### src/rtl/mem_issue_sched.sv
// mem_issue_sched: in-order 2-wide memory issue scheduler with credit limit,
// fence drain and flush sequencing.
module mem_issue_sched #(
  parameter int CREDITS = 4,
  parameter int TAG_W = 6
) (
  input  logic                          clk,
  input  logic                          reset,
  input  logic [1:0]                    cand_valid,
  input  logic [1:0]                    cand_is_store,
  input  logic [1:0]                    cand_is_fence,
  input  logic [2*TAG_W-1:0]            cand_tag,
  output logic [1:0]                    take,
  input  logic                          flush,
  output logic [1:0]                    iss_valid,
  input  logic [1:0]                    iss_ready,
  output logic [2*TAG_W-1:0]            iss_tag,
  output logic                          iss_is_store,
  input  logic [1:0]                    resp_valid,
  output logic [$clog2(CREDITS+1)-1:0]  outstanding,
  output logic                          busy
);
  localparam int OW = $clog2(CREDITS+1);
  localparam logic [OW:0] CRED = (OW+1)'(CREDITS);
  localparam logic [1:0] RUN = 2'd0, FENCE_WAIT = 2'd1, FLUSH_WAIT = 2'd2;
  logic [1:0] state, state_next, ld, held;
  logic run_t0, run_t1;
  logic [OW:0] out_w, add, sub, sum;
  logic [OW-1:0] out_next;
  assign out_w = {1'b0, outstanding};
  assign held = iss_valid & ~iss_ready;
  assign run_t0 = cand_valid[0] & ~cand_is_fence[0] & (~iss_valid[0] | iss_ready[0])
                & (out_w < CRED) & ~flush;
  assign run_t1 = run_t0 & cand_valid[1] & ~cand_is_store[0] & ~cand_is_store[1]
                & ~cand_is_fence[1] & (~iss_valid[1] | iss_ready[1])
                & (out_w + (OW+1)'(2) <= CRED);
  always_comb begin
    take = reset ? 2'b00
         : state == RUN ? {run_t1, run_t0}
         : (state == FENCE_WAIT && outstanding == '0 && !flush) ? 2'b01 : 2'b00;
  end
  // A fence is consumed outside RUN and never occupies a port or a credit.
  assign ld = take & {2{state == RUN}};
  assign add = (OW+1)'(ld[0]) + (OW+1)'(ld[1]);
  assign sub = (OW+1)'(resp_valid[0]) + (OW+1)'(resp_valid[1])
             + (flush ? (OW+1)'(held[0]) + (OW+1)'(held[1]) : '0);
  assign sum = out_w + add;
  assign out_next = sum >= sub ? OW'(sum - sub) : '0;
  always_comb begin
    state_next = flush ? (out_next != '0 ? FLUSH_WAIT : RUN)
               : state == RUN ? ((cand_valid[0] & cand_is_fence[0]) ? FENCE_WAIT : RUN)
               : state == FENCE_WAIT ? (take[0] ? RUN : FENCE_WAIT)
               : (outstanding == '0 ? RUN : FLUSH_WAIT);
  end
  always_ff @(posedge clk or posedge reset) begin
    if (reset) begin
      state <= RUN;
      outstanding <= '0;
      iss_valid <= 2'b00;
      iss_tag <= '0;
      iss_is_store <= 1'b0;
    end else begin
      state <= state_next;
      outstanding <= out_next;
      iss_valid <= flush ? 2'b00 : (ld | held);
      if (ld[0]) begin
        iss_tag[0 +: TAG_W] <= cand_tag[0 +: TAG_W];
        iss_is_store <= cand_is_store[0];
      end
      if (ld[1]) iss_tag[TAG_W +: TAG_W] <= cand_tag[TAG_W +: TAG_W];
    end
  end
  assign busy = (state != RUN) | (outstanding != '0);
  a_resp_underflow: assert property (@(posedge clk) disable iff (reset)
    !((resp_valid != 2'b00) && (outstanding == '0)));
endmodule
### config.mk
export PLATFORM = sky130hd
export DESIGN_NAME = mem_issue_sched
export DESIGN_NICKNAME = d
export VERILOG_FILES = /design/src/rtl/mem_issue_sched.sv
export SDC_FILE = /design/constraint.sdc
export NUM_CORES = 1
export LEC_CHECK = 0
export CAP_MARGIN = 40
export CORE_MARGIN = 4
export CORE_UTILIZATION = 41
export CTS_CLUSTER_SIZE = 14
export DETAILED_ROUTE_END_ITERATION = 12
export PLACE_DENSITY = 0.76
export SETUP_SLACK_MARGIN = 0.3
export SLEW_MARGIN = 20
export SYNTH_ARGS = -nofsm -noshare
export SYNTH_HDL_FRONTEND = slang
export SYNTH_SLANG_ARGS = --single-unit
### constraint.sdc
create_clock -name clk -period 3.65 [get_ports clk]
set_input_delay 0.5475 -clock clk [delete_from_list [all_inputs] [get_ports clk]]
set_output_delay 0.5475 -clock clk [all_outputs]
set_load 0.03 [all_outputs]
==> reports/qor.tcl, run 1 <==
set qor(overall_die_area_um2) 3430
set qor(clock-sinks) 20
set qor(total_number_of_nets_in_the_final_design) 172
set qor(synth_fp_nets) 117
set qor(p_total_mw) 1.07
set qor(worst_pin_slew_ns) 0.464
set qor(floorplan.initialDensity_pct) 42.8
set qor(multiInputGateArea_um2) 537
set qor(overall_via_count_from_detail_route) 842
set qor(finalSetupViolCount) 0
set qor(max-vdd-ir-drop_v) 0.000486
set qor(grt_resource_usage_total_pct) 15.9
set qor(final_number_of_max_transition_violations) 0
set qor(cap_viol_max_count) 0
set qor(cts_max_path_buffers) 2
set qor(ys_types) 26
set qor(maxUsedRoutingLayer) {met4}
set qor(drt_pass1_iterations) 4
set qor(dp_hpwl_um) 1980
set qor(ys.flop_type) {sky130_fd_sc_hd__dfrtp_1}
set qor(clock_transition_at_the_register_clock_pins_on_the_worst_setup_and_hold_paths_after_cts_ns) 0.11
set qor(grt_remaining_overflow) 0
set qor(clock_tree_root_driver_cell) {sky130_fd_sc_hd__clkbuf_4}
set qor(period_needed_ns) 3.29
set qor(clock_tree_from_tritoncts) {done}
set qor(arrival_ns) 3.47
set qor(outcome) {completed}
set qor(die_height_um) 58.6
set qor(number_of_enable_flip_flop_cells_after_synthesis) 0
set qor(worst_slew_margin_rel_pct) 69.0
set qor(maxClockFrequency_mhz) 304
set qor(number_of_antenna_violations_at_the_first_check_in_global_routing) 0
set qor(syn-mean-instance-area_um2) 12.6
set qor(io_pins) 46
set qor(final_min_period_over_clock_period_pct) 90.1
set qor(wl_met3_um) 114
set qor(wl_per_cell_um) 15.0
set qor(wl_um) 2510
set qor(num-fill-cells) 184
set qor(diodes_inserted) 0
set qor(hold_viol_final) 0
set qor(routed-wl-met2_um) 1340
set qor(min-delay-path-class) {input pin to asynchronous set/reset pin}
set qor(m1_wire_length_um) 1030
set qor(grt_start_max_net_pins) 21
set qor(rsz0062_at_grt) {false}
set qor(drc_errors) 0
set qor(path_max_fanout) 2
set qor(io_buffers) 45
set qor(register_area_um2) 500
set qor(synthesis.instances) 83
set qor(setup_tns_ns) 0
set qor(via_per_inst) 5.04
set qor(async_flop_share_pct) 100
set qor(die_w_um) 58.6
set qor(drive_above_1_share_pct) 24.8
set qor(cts_buffers) 3
set qor(drt_first_iter_violations) 10
set qor(critical_path_required_ns) 3.83
set qor(setup.worst_path.end_class) {flop}
set qor(synthesis_warnings) 0
set qor(cts_hold_buffers) 0
set qor(yosysSeqAreaShare_pct) 47.7
set qor(grt_pass1_wl_um) 4150
set qor(mappedNetlistArea_um2) 1050
set qor(routabilityCongestion) 0.898
set qor(total_leakage_power_nw) 0.742
set qor(syn_to_final_growth_pct) 57.9
set qor(power_per_cell_area_nw_per_um2) 643
set qor(first_global_vias) 929
set qor(clkLatencyLatePin_ns) 0.29
set qor(critPathLaunchType) {input pin}
set qor(finClkSkew_ns) 0.00528
set qor(worstSetupPathType) {input pin to flop}
set qor(synth-seq-cells) 20
set qor(route.antenna.remaining_nets) 0
set qor(fp.coreArea_um2) 2450
set qor(cts-htree-levels) 1
set qor(std_cell_rows) 18
## through the flow
stage                     hold WS (ns)  cells  utilization, %  instance area, um^2  setup WS [ns]
after global placement           0.489    161            63.7                 1560          0.181
final                            0.508    167            67.5                 1660          0.361
after detailed placement         0.497    161            63.7                 1560         0.0966
after floorplan                  0.476     83               -                 1050          0.379
after CTS                        0.522    165            65.8                 1620          0.380
after global routing             0.486    167            67.5                 1660          0.277
## critical path: stages
cell and delay [ns]:
sky130_fd_sc_hd__clkdlybuf4s50_1 0.43, sky130_fd_sc_hd__or4b_4 0.57, sky130_fd_sc_hd__a2111oi_4 0.39, sky130_fd_sc_hd__fa_1 0.46, sky130_fd_sc_hd__inv_1 0.07, sky130_fd_sc_hd__ha_2 0.19
sky130_fd_sc_hd__fa_2 0.22, sky130_fd_sc_hd__a21bo_2 0.23, sky130_fd_sc_hd__a21oi_2 0.15, sky130_fd_sc_hd__nand3b_1 0.13, sky130_fd_sc_hd__o21ai_0 0.08
## state kept, by name, indices dropped and copies added (netlist names)
signal / cells
state: 2
iss_valid: 2
outstanding: 3
iss_tag: 12
iss_is_store: 1
## path summary, 6_finish.rpt
path | slack [ns] | depth (start not counted) | from | end
worst max-delay path | 0.36 | 11 | cand_is_store[0] | state[1]$_DFF_PP0_
worst min-delay path | 0.51 | 2 | reset | state[0]$_DFF_PP0_
worst max register to register | 0.66 | 11 | outstanding[2]$_DFF_PP0_ | state[1]$_DFF_PP0_
worst min register to register | 0.52 | 1 | iss_is_store$_DFFE_PP0P_ | iss_is_store$_DFFE_PP0P_
max in group asynchronous | 2.79 | 3 | reset | outstanding[1]$_DFF_PP0_
min in group clk | 0.52 | 1 | iss_is_store$_DFFE_PP0P_ | iss_is_store$_DFFE_PP0P_
## repair_timing
action,in CTS,in global routing
gates resized for setup,0,5
setup buffers,0,1
endpoints found under the setup margin,0,2
## per-layer routing
| layer | up-vias | global-route usage [%] |
|---|---|---|
| met5 | - | 0 |
| met3 | 2 | 4.17 |
| met2 | 20 | 26.8 |
| met1 | 419 | 19.3 |
| met4 | 0 | 6.47 |
| li1 | 401 | - |
## cells in the final DEF, fill, tap and decap left out
master                             n
sky130_fd_sc_hd__ha_1              5
sky130_fd_sc_hd__a2111oi_1         1
sky130_fd_sc_hd__nand2b_1          1
sky130_fd_sc_hd__nor2b_1           1
sky130_fd_sc_hd__xor2_1            1
sky130_fd_sc_hd__dfrtp_1          20
sky130_fd_sc_hd__xor2_2            1
sky130_fd_sc_hd__ha_2              1
sky130_fd_sc_hd__nor2_1            4
sky130_fd_sc_hd__inv_1             8
sky130_fd_sc_hd__fa_2              1
sky130_fd_sc_hd__a2111oi_0         1
sky130_fd_sc_hd__a31o_2            1
sky130_fd_sc_hd__mux2_2           13
sky130_fd_sc_hd__o21ai_0           1
sky130_fd_sc_hd__buf_4             6
sky130_fd_sc_hd__or3_1             2
sky130_fd_sc_hd__bufinv_16         1
sky130_fd_sc_hd__nor4b_2           1
sky130_fd_sc_hd__o31a_1            1
sky130_fd_sc_hd__nand3b_1          1
sky130_fd_sc_hd__o21ba_2           1
sky130_fd_sc_hd__and2_1            2
sky130_fd_sc_hd__nand3_1           3
sky130_fd_sc_hd__fa_1              2
sky130_fd_sc_hd__a2111oi_4         1
sky130_fd_sc_hd__nor3_1            2
sky130_fd_sc_hd__or4b_4            1
sky130_fd_sc_hd__a21oi_1           2
sky130_fd_sc_hd__clkbuf_4          3
sky130_fd_sc_hd__nand2_1           1
sky130_fd_sc_hd__a21oi_2           1
sky130_fd_sc_hd__clkdlybuf4s50_1  44
sky130_fd_sc_hd__a21bo_2           1
sky130_fd_sc_hd__buf_8             1
## kinds of logic after synthesis
logic type	synth area share, %
DFF	47.7
and+or+nand+nor	10.8
muxes	13.9
AOI/OAI and AO/OA	9.77
buffers and inverters	3.22
adders and majority gates	12.9
xor gates and xnor gates	1.67
## Yosys cell counts (2+ instances only)
cell	instances	area share (%)
sky130_fd_sc_hd__dfrtp_1	20	48
sky130_fd_sc_hd__mux2_2	13	14
sky130_fd_sc_hd__inv_1	8	2.9
sky130_fd_sc_hd__ha_1	6	7.2
sky130_fd_sc_hd__nor2_1	4	1.4
sky130_fd_sc_hd__a21oi_1	3	1.4
sky130_fd_sc_hd__fa_1	3	5.7
sky130_fd_sc_hd__nand3_1	3	1.4
sky130_fd_sc_hd__a2111oi_0	2	1.7
sky130_fd_sc_hd__and2_1	2	1.2
sky130_fd_sc_hd__nor3_1	2	0.95
sky130_fd_sc_hd__or3_1	2	1.2
sky130_fd_sc_hd__xor2_1	2	1.7
## final cells by class
| cell class | count | share of cell area (%) |
|---|---|---|
| clock inverters | 1 | 1.81 |
| repair buffers | 51 | 30.2 |
| inverters | 8 | 1.81 |
| clock buffers | 3 | 1.36 |
| well taps | 30 | 2.26 |
| flip-flops and latches | 20 | 30.2 |
| multi-input cells | 54 | 32.4 |
## where the power goes
part	internal (mW)	switching, mW	total (mW)
clock network	0.111	0.0659	0.177
logic	0.261	0.282	0.542
registers	0.288	0.0592	0.347
No activity file was read; power rests on OpenSTA's default activity.
==> run 2, diff against run 1 <==
--- a/config.mk
+++ b/config.mk
@@ -16,3 +16,4 @@
 export SYNTH_ARGS = -nofsm -noshare
 export SYNTH_HDL_FRONTEND = slang
 export SYNTH_SLANG_ARGS = --single-unit
+export TNS_END_PERCENT = 5
==> results of run 2 <==
Same layout as run 1: the final DEF is identical, and so are final timing and power.
==> run 3, diff against run 2 <==
--- a/config.mk
+++ b/config.mk
@@ -6,6 +6,7 @@
 export NUM_CORES = 1
 export LEC_CHECK = 0
 export CAP_MARGIN = 40
+export CORE_ASPECT_RATIO = 0.75
 export CORE_MARGIN = 4
 export CORE_UTILIZATION = 41
 export CTS_CLUSTER_SIZE = 14
==> reports/qor.tcl, run 3 (synthesis results as in run 1) <==
set qor(via_per_inst) 4.92
set qor(worst_pin_slew_ns) 0.407
set qor(clkLatencyLatePin_ns) 0.30
set qor(final_common_cell) {sky130_fd_sc_hd__clkdlybuf4s50_1}
set qor(postPlaceCellArea_um2) 1570
set qor(maxClockFrequency_mhz) 306
set qor(grt_pass1_wl_um) 3970
set qor(critical_path_required_ns) 3.85
set qor(outcome) {completed}
set qor(worst_slew_margin_rel_pct) 72.8
set qor(finalSetupViolCount) 0
set qor(worstReg2RegStart) {outstanding[2]$_DFF_PP0_}
set qor(syn_to_final_growth_pct) 57.0
set qor(wl_um) 2520
set qor(biggestRegsByFlops) {iss_tag (12), outstanding (3)}
set qor(largest_register_ff_count) 12
set qor(drc_errors) 0
set qor(cts_max_path_buffers) 2
set qor(diodes_inserted) 0
set qor(register_area_um2) 500
set qor(drt_first_iter_violations) 17
set qor(dp_cells) 165
set qor(overall_die_area_um2) 3440
set qor(critPathLaunchType) {input pin}
set qor(io_pins) 46
set qor(final_min_period_over_clock_period_pct) 89.5
set qor(cts-htree-levels) 1
set qor(grt_remaining_overflow) 0
set qor(drt_pass1_iterations) 4
set qor(path_max_fanout) 2
set qor(rsz0062_at_grt) {false}
set qor(timing.hold.ws_ns) 0.516
set qor(routabilityCongestion) 0.794
set qor(route.antenna.remaining_nets) 0
set qor(grt_start_max_net_pins) 21
set qor(total_leakage_power_nw) 0.742
set qor(most-common-layout-cells) {sky130_fd_sc_hd__clkdlybuf4s50_1 (44), sky130_fd_sc_hd__dfrtp_1 (20), sky130_fd_sc_hd__mux2_2 (13)}
set qor(final_number_of_max_transition_violations) 0
set qor(setup.worst_path.end_class) {flop}
set qor(wl_per_cell_um) 14.8
set qor(period_needed_ns) 3.27
set qor(std_cell_rows) 15
set qor(num-fill-cells) 182
set qor(clock-sinks) 20
set qor(power_per_cell_area_nw_per_um2) 634
set qor(startpoint) {flush}
set qor(io_buffers) 45
set qor(setup_tns_ns) 0
set qor(drive_above_1_share_pct) 21.3
set qor(floorplan.initialDensity_pct) 44.4
set qor(arrival_ns) 3.47
set qor(fp.coreArea_um2) 2360
set qor(clock_tree_root_driver_cell) {sky130_fd_sc_hd__clkbuf_4}
set qor(clock_tree_from_tritoncts) {done}
set qor(dp_hpwl_um) 2040
set qor(die_w_um) 66.4
set qor(cts_buffers) 3
set qor(die_height_um) 51.8
set qor(min-delay-path-class) {input pin to asynchronous set/reset pin}
set qor(max-vdd-ir-drop_v) 0.000300
set qor(largest-register) {iss_tag}
set qor(design_area_um2) 1650
set qor(hold_viol_final) 0
set qor(cap_viol_max_count) 0
set qor(clock_transition_at_the_register_clock_pins_on_the_worst_setup_and_hold_paths_after_cts_ns) 0.11
set qor(overall_via_count_from_detail_route) 837
set qor(multiInputGateArea_um2) 529
set qor(first_global_vias) 878
set qor(number_of_antenna_violations_at_the_first_check_in_global_routing) 0
set qor(finClkSkew_ns) 0.00130
set qor(worst-r2r-cell-count) 11
set qor(non_filler_instance_count_after_layout) 170
set qor(worstSetupPathType) {input pin to flop}
set qor(grt_resource_usage_total_pct) 15.3
set qor(total_number_of_nets_in_the_final_design) 171
==> run 3: what timing repair did <==
item / CTS / global route
gates resized for setup: 0 / 2
setup buffers: 0 / 0
setup endpoints to repair: 0 / 2
hold buffers: 0 / 0
==> run 3: cell type report <==
class                   instances  share of cell area (%)
clock buffers                   3                    1.37
clock inverters                 1                    1.82
inverters                       8                    1.82
multi-input cells              54                    32.1
flip-flops and latches         20                    30.4
well taps                      34                    2.58
repair buffers                 50                    29.9
==> run 3: worst paths after layout <==
check / endpoint / slack [ns]
min in group clk: iss_tag[10]$_DFFE_PP0P_ / 0.52
worst max-delay path: state[1]$_DFF_PP0_ / 0.38
worst min-delay path: state[1]$_DFF_PP0_ / 0.52
max in group asynchronous: iss_tag[3]$_DFFE_PP0P_ / 2.78
worst max register to register: state[1]$_DFF_PP0_ / 0.58
worst min register to register: iss_tag[10]$_DFFE_PP0P_ / 0.52
==> run 3: routing by layer <==
layer  up-vias  GRT usage, %  share of wire [%]
li1        399             -                  -
met4         0          2.03               0.40
met3         2          6.70                7.6
met2        26          27.5                 52
met5         -             0                  0
met1       410          17.0                 40
==> run 3: report_power, final <==
group          total, mW  switching [mW]  internal [mW]  leakage, nW
Combinational      0.514           0.268          0.246        0.453
Clock              0.182          0.0711          0.111       0.0279
Sequential         0.349          0.0611          0.288        0.261
==> run 3: metrics by stage <==
stage	util, %	setup WS (ns)	power [mW]
detailed placement	66.3	0.0334	0.861
global placement	66.3	0.162	0.849
CTS	68.5	0.360	1.05
global route	69.7	0.304	1.10
floorplan	-	0.379	0.640
finish	69.7	0.382	1.05
==> run 3: worst max-delay path, stage by stage <==
cell	delay, ns
sky130_fd_sc_hd__clkdlybuf4s50_1	0.46
sky130_fd_sc_hd__nor4b_4	0.30
sky130_fd_sc_hd__nand3_1	0.19
sky130_fd_sc_hd__a2111oi_4	0.39
sky130_fd_sc_hd__fa_1	0.48
sky130_fd_sc_hd__inv_1	0.08
sky130_fd_sc_hd__ha_1	0.16
sky130_fd_sc_hd__fa_1	0.20
sky130_fd_sc_hd__a21bo_2	0.23
sky130_fd_sc_hd__a21oi_1	0.18
sky130_fd_sc_hd__nand3b_1	0.15
sky130_fd_sc_hd__o21ai_0	0.09
